==> config.mk <==
export PLATFORM = sky130hd
export DESIGN_NAME = uart_rx
export DESIGN_NICKNAME = d
export VERILOG_FILES = /design/src/rtl/uart_pkg.sv /design/src/rtl/sync_2ff.sv /design/src/rtl/uart_rx.sv
export SDC_FILE = /design/constraint.sdc
export NUM_CORES = 1
export LEC_CHECK = 0
export CORE_MARGIN = 2
export CORE_UTILIZATION = 35
export CTS_CLUSTER_SIZE = 24
export DETAILED_ROUTE_END_ITERATION = 8
export GPL_TIMING_DRIVEN = 0
export PLACE_DENSITY = 0.55
export SLEW_MARGIN = 10
export SYNTH_ARGS = -nofsm -noshare
export SYNTH_HDL_FRONTEND = slang
export SYNTH_HIERARCHICAL = 1
export SYNTH_SLANG_ARGS = --single-unit
export TNS_END_PERCENT = 100
==> constraint.sdc <==
create_clock -name clock -period 6.7 [get_ports clock]
set_input_delay 1.675 -clock clock [delete_from_list [all_inputs] [get_ports clock]]
set_output_delay 1.675 -clock clock [all_outputs]
set_load 0.01 [all_outputs]
==> src/rtl/uart_pkg.sv <==
// Shared UART definitions: state encodings and default frame timing.
// Imported by the receiver, its synchronizer and the transmitter.
package uart_pkg;

  localparam int UART_DATA_BITS_DEFAULT      = 8;
  localparam int UART_CLOCKS_PER_BIT_DEFAULT = 69;

  typedef logic [2:0] uart_state_t;

  localparam uart_state_t ST_IDLE  = 3'd0;
  localparam uart_state_t ST_START = 3'd1;
  localparam uart_state_t ST_DATA  = 3'd2;
  localparam uart_state_t ST_STOP  = 3'd3;
  localparam uart_state_t ST_BREAK = 3'd4;

endpackage

==> src/rtl/sync_2ff.sv <==
// Two-flop synchronizer for an asynchronous pin, with a chosen reset value.
// Ports: clock, reset (async active-low), d (async in), q (synchronized out).
module sync_2ff #(
  parameter logic RESET_VAL = 1'b1
) (
  input  logic clock,
  input  logic reset,
  input  logic d,
  output logic q
);

  logic meta_q;
  logic sync_q;

  always_ff @(posedge clock or negedge reset) begin
    if (!reset) begin
      meta_q <= RESET_VAL;
      sync_q <= RESET_VAL;
    end else begin
      meta_q <= d;
      sync_q <= meta_q;
    end
  end

  assign q = sync_q;

endmodule

==> src/rtl/uart_rx.sv <==
// 8N1 LSB-first UART receiver with mid-bit sampling and valid/ready holding
// register. Ports: clock, reset (async low), rx in; data/valid/ready,
// framing_error pulse, sticky overrun, busy (FSM not idle).
module uart_rx
  import uart_pkg::*;
#(
  parameter int CLOCKS_PER_BIT = UART_CLOCKS_PER_BIT_DEFAULT,
  parameter int DATA_BITS      = UART_DATA_BITS_DEFAULT
) (
  input  logic                 clock,
  input  logic                 reset,
  input  logic                 rx,
  output logic [DATA_BITS-1:0] data,
  output logic                 valid,
  input  logic                 ready,
  output logic                 framing_error,
  output logic                 overrun,
  output logic                 busy
);

  localparam logic [15:0] FULL_M1  = 16'(CLOCKS_PER_BIT - 1);
  localparam logic [15:0] HALF_M1  = 16'(CLOCKS_PER_BIT / 2 - 1);
  localparam logic [2:0]  IDX_LAST = 3'(DATA_BITS - 1);

  logic rx_s;

  uart_state_t          state_q, state_d;
  logic [15:0]          cnt_q, cnt_d;
  logic [2:0]           idx_q, idx_d;
  logic [DATA_BITS-1:0] shift_q, shift_d;
  logic [DATA_BITS-1:0] data_q, data_d;
  logic                 valid_q, valid_d;
  logic                 fe_q, fe_d;
  logic                 ov_q, ov_d;
  logic                 busy_q, busy_d;
  logic                 good;
  logic                 hs;

  sync_2ff #(
    .RESET_VAL(1'b1)
  ) u_sync (
    .clock(clock),
    .reset(reset),
    .d    (rx),
    .q    (rx_s)
  );

  always_comb begin
    state_d = state_q;
    cnt_d   = cnt_q;
    idx_d   = idx_q;
    shift_d = shift_q;
    fe_d    = 1'b0;
    good    = 1'b0;
    unique case (state_q)
      ST_IDLE: begin
        if (!rx_s) begin
          cnt_d   = '0;
          state_d = ST_START;
        end
      end
      ST_START: begin
        cnt_d = cnt_q + 16'd1;
        if (cnt_q == HALF_M1) begin
          cnt_d = '0;
          if (rx_s) begin
            state_d = ST_IDLE;
          end else begin
            idx_d   = '0;
            state_d = ST_DATA;
          end
        end
      end
      ST_DATA: begin
        cnt_d = cnt_q + 16'd1;
        if (cnt_q == FULL_M1) begin
          cnt_d   = '0;
          shift_d = {rx_s, shift_q[DATA_BITS-1:1]};
          if (idx_q == IDX_LAST) begin
            state_d = ST_STOP;
          end else begin
            idx_d = idx_q + 3'd1;
          end
        end
      end
      ST_STOP: begin
        cnt_d = cnt_q + 16'd1;
        if (cnt_q == FULL_M1) begin
          cnt_d = '0;
          if (rx_s) begin
            good    = 1'b1;
            state_d = ST_IDLE;
          end else begin
            fe_d    = 1'b1;
            state_d = ST_BREAK;
          end
        end
      end
      ST_BREAK: begin
        // Wait out a held-low line so it yields a single error.
        if (rx_s) begin
          state_d = ST_IDLE;
        end
      end
      default: begin
        state_d = ST_IDLE;
        cnt_d   = '0;
      end
    endcase
  end

  assign hs = valid_q & ready;

  always_comb begin
    data_d  = data_q;
    valid_d = valid_q;
    ov_d    = ov_q;
    if (good) begin
      // A byte taken this cycle frees the register for the new one.
      if (!valid_q || ready) begin
        data_d  = shift_q;
        valid_d = 1'b1;
        if (hs) begin
          ov_d = 1'b0;
        end
      end else begin
        ov_d = 1'b1;
      end
    end else if (hs) begin
      valid_d = 1'b0;
      ov_d    = 1'b0;
    end
  end

  assign busy_d = (state_d != ST_IDLE);

  always_ff @(posedge clock or negedge reset) begin
    if (!reset) begin
      state_q <= ST_IDLE;
      cnt_q   <= '0;
      idx_q   <= '0;
      shift_q <= '0;
      data_q  <= '0;
      valid_q <= 1'b0;
      fe_q    <= 1'b0;
      ov_q    <= 1'b0;
      busy_q  <= 1'b0;
    end else begin
      state_q <= state_d;
      cnt_q   <= cnt_d;
      idx_q   <= idx_d;
      shift_q <= shift_d;
      data_q  <= data_d;
      valid_q <= valid_d;
      fe_q    <= fe_d;
      ov_q    <= ov_d;
      busy_q  <= busy_d;
    end
  end

  assign data          = data_q;
  assign valid         = valid_q;
  assign framing_error = fe_q;
  assign overrun       = ov_q;
  assign busy          = busy_q;

endmodule
==> flow_summary_export.csv <==
group,metric,value,unit
run_status,status,"completed",
routing,drt-pass1-iter-count,4,
synth,synthFlopType,"dfrtp_1",
synth,synth-edff-count,0,
cts,cts_max_level,2,
global_route,grt_max_degree,28,
routing,routed-via-count,1528,
worst_setup_path,crit_start,"valid$_DFFE_PN0P_",
cts,cts_setup_buffers,0,
cts,hold_buffers,0,
routing,wl,4.10,mm
synth,yosysMostFrequentCell,"dfrtp_1",
layout,nFillCells,562,
synth,syn_area_per_cell,11.2,µm²
routing,drt-vias-per-instance,5.29,
synth,netlist_area,2130,µm²
routing,ant_nets,0,
synth,synthTopCellsByArea,"dfrtp_1 49%, mux2_2 8.5%, nand2_1 3.7%",
timing,finalCriticalPeriod,2.97,ns
worst_setup_path,slowest_delay,0.56,ns
cts,root_buffer,"clkbuf_8",
worst_setup_path,cp_cell_sequence,"clkdlybuf4s50_1",
layout,antenna_cells,0,
placed_design,hpwl,2.84,mm
global_route,grt_pass1_wl,7.04,mm
worst_setup_path,critPathArrivalTime,1.30,ns
worst_setup_path,rrSetupSlack,4.05,ns
worst_setup_path,reg2reg_to,"cnt_q[4]$_DFFE_PN0P_",
timing,worst_slew_pin_slew,1.16,ns
floorplanning,die_h,82.1,µm
worst_setup_path,path_max_fanout,4,
synth,synth_cell_types,44,
power,powerDensity,222,nW/µm²
routing,drc,0,
synth,yosysWarnings,6,
hold_path,hold_path.class,"flip-flop to flip-flop",
synth,ys_seq_elements,44,
cts,clk_latency,0.30,ns
cts,clk_pin_slew,0.09,ns
cts,clock-sinks,44,
worst_setup_path,path_depth,1,
synth,syn_nets,199,
timing,post-route-period-util,44.4,%
synth,synth_cells,190,
global_route,antenna_found_initial,0,
timing,fmax,0.336,GHz
floorplanning,die_area,6730,µm²
power,power.leakage,0.00114,µW
floorplanning,num_rows,28,
cts,numCtsBuffers,5,
cts,clockBufferDepth,2,
global_route,gr-usage-all-layers,13.9,%
global_route,grt_overflow_total,0,
synth,async_reset_ff_share,100,%
timing,clock_skew,0.00899,ns
worst_setup_path,cp.buffers_inverters,1,
timing,finalSetupViolations,0,
worst_setup_path,cp.required,5.03,ns
worst_setup_path,setup.worst_path.end,"valid",
placed_design,gp_congestion,0.752,
timing,hold_violations,0,
routing,drt-initial-drc-count,65,
synth,ys_top_cells_by_count,"42 x dfrtp_1, 21 x nand2_1, 16 x mux2_2",
worst_setup_path,worst_setup_path_start_kind,"flip-flop",
layout,finish.net_count,222,
worst_setup_path,cp-end-kind,"output pin",
layout,fin_area,2490,µm²
layout,drive_gt1_share,17.8,%
placed_design,postPlaceCellArea,2390,µm²
worst_setup_path,path_class,"flip-flop to output pin",
floorplanning,core_area,5920,µm²
worst_setup_path,critical_path.top_delay_family,"buffers and inverters",
placed_design,port_buffers,15,
global_route,first_global_vias,1408,
timing,relSlewSlack,22.2,%
run,drv_cap,0,
layout,areaGrowthSynthToFinish,16.7,%
routing,wl_per_cell,14.2,µm
worst_setup_path,r2r_cells,8,
worst_setup_path,rr_startpoint,"cnt_q[1]$_DFFE_PN0P_",
timing,drv_slew,0,
synth,yosys.area.top_type_share,49.3,%
cts,tritoncts,"built",
layout,fin_util,42.0,%
synth,yosysTopAreaCell,"dfrtp_1",
timing,fin_tns_setup,0,ns
cts,cts_resized,0,
floorplanning,num_io_pins,16,
floorplanning,initial_utilization,36.0,%
worst_setup_path,crit_path_top_delay_cell,"clkdlybuf4s50_1",
timing,rsz0062_at_grt,"false",
synth,yosysSeqAreaShare,51.8,%
power,vdd_drop_max,0.130,mV
floorplanning,die_w,82.1,µm
==> report_power, final <==
| group | internal, µW | switching [µW] |
|---|---|---|
| combinational | 33.2 | 46.5 |
| sequential | 280 | 14.5 |
| clock | 83.5 | 94.8 |
==> through the flow <==
| step | hold slack (ns) | power (µW) | cells | worst slack [ns] |
|---|---|---|---|---|
| global route | 0.379 | 585 | 289 | 3.67 |
| detailed placement | 0.352 | 381 | 281 | 3.66 |
| CTS | 0.370 | 560 | 289 | 3.72 |
| finish | 0.367 | 552 | 289 | 3.73 |
| floorplan | 0.345 | 353 | 190 | 4.27 |
| global placement | 0.355 | 377 | 280 | 2.67 |
==> cell type report <==
cell class	count	area (µm²)	area share [%]
Buffer	6	23.8	0.955
Clock buffer	6	82.6	3.32
Clock inverter	2	15.0	0.603
Inverter	9	33.8	1.36
Multi-Input combinational cell	131	971	39.0
Sequential cell	44	1100	44.3
Tap cell	75	93.8	3.77
Timing Repair Buffer	16	165	6.64
==> state kept, by name, summed over array words and instances (netlist names), 3 cells and up <==
name / cells
cnt_q: 16
data: 8
idx_q: 3
shift_q: 8
state_q: 3
==> cells in the final DEF, fill, tap and decap left out, types with 2 or more instances in the layout <==
cell / netlist / final
mux2_2: 16 / 16
mux2i_1: 3 / 3
dfrtp_1: 42 / 42
a21o_1: 3 / 3
o21ai_0: 4 / 4
o211ai_1: 2 / 2
clkbuf_8: 0 / 6
a31oi_1: 8 / 8
nand3_1: 7 / 7
xor2_1: 3 / 3
nand3b_1: 2 / 2
nand4_1: 5 / 5
dfstp_2: 2 / 2
or4b_2: 2 / 2
or4_4: 3 / 3
nor2b_1: 2 / 2
clkinvlp_4: 0 / 2
a21oi_1: 6 / 6
buf_2: 1 / 2
a22o_1: 4 / 4
ha_1: 5 / 5
nor2_1: 7 / 7
clkdlybuf4s50_1: 0 / 14
clkbuf_1: 5 / 5
or3_1: 2 / 2
and4_1: 4 / 4
a211oi_1: 2 / 2
inv_1: 9 / 9
nand2_1: 21 / 21
nor3_1: 3 / 3
==> worst min path at each step <==
stage | from | endpoint | slack, ns | depth (start not counted)
6_report | u_sync/meta_q$_DFF_PN1_ | u_sync/q$_DFF_PN1_ | 0.37 | 0
5_1_grt | u_sync/meta_q$_DFF_PN1_ | u_sync/q$_DFF_PN1_ | 0.38 | 0
4_1_cts | u_sync/meta_q$_DFF_PN1_ | u_sync/q$_DFF_PN1_ | 0.37 | 0
3_5_place_dp | u_sync/meta_q$_DFF_PN1_ | u_sync/q$_DFF_PN1_ | 0.35 | 0
3_3_place_gp | u_sync/meta_q$_DFF_PN1_ | u_sync/q$_DFF_PN1_ | 0.36 | 0
2_1_floorplan | u_sync/meta_q$_DFF_PN1_ | u_sync/q$_DFF_PN1_ | 0.35 | 0
==> kinds of logic (layout without fill, tap and decap cells) <==
group / count (synthesis) / in the layout / share of synthesized area [%]
multiplexers: 19 / 19 / 9.86
buffers and inverters: 15 / 39 / 2.70
flip-flops: 44 / 44 / 51.8
AND/OR/NAND/NOR: 68 / 68 / 19.2
XOR/XNOR: 4 / 4 / 1.64
adder cells (fa/ha/maj): 5 / 5 / 2.93
AO/OA/AOI/OAI: 35 / 35 / 11.9
==> metal layers <==
layer | GRT usage [%] | vias up | wire length, µm
met5 | 0 | - | 0
met3 | 2.97 | 8 | 158
met2 | 20.2 | 32 | 1790
li1 | - | 748 | -
met1 | 19.8 | 740 | 2080
met4 | 6.00 | 0 | 69
Power figures use the tool's default switching activity.
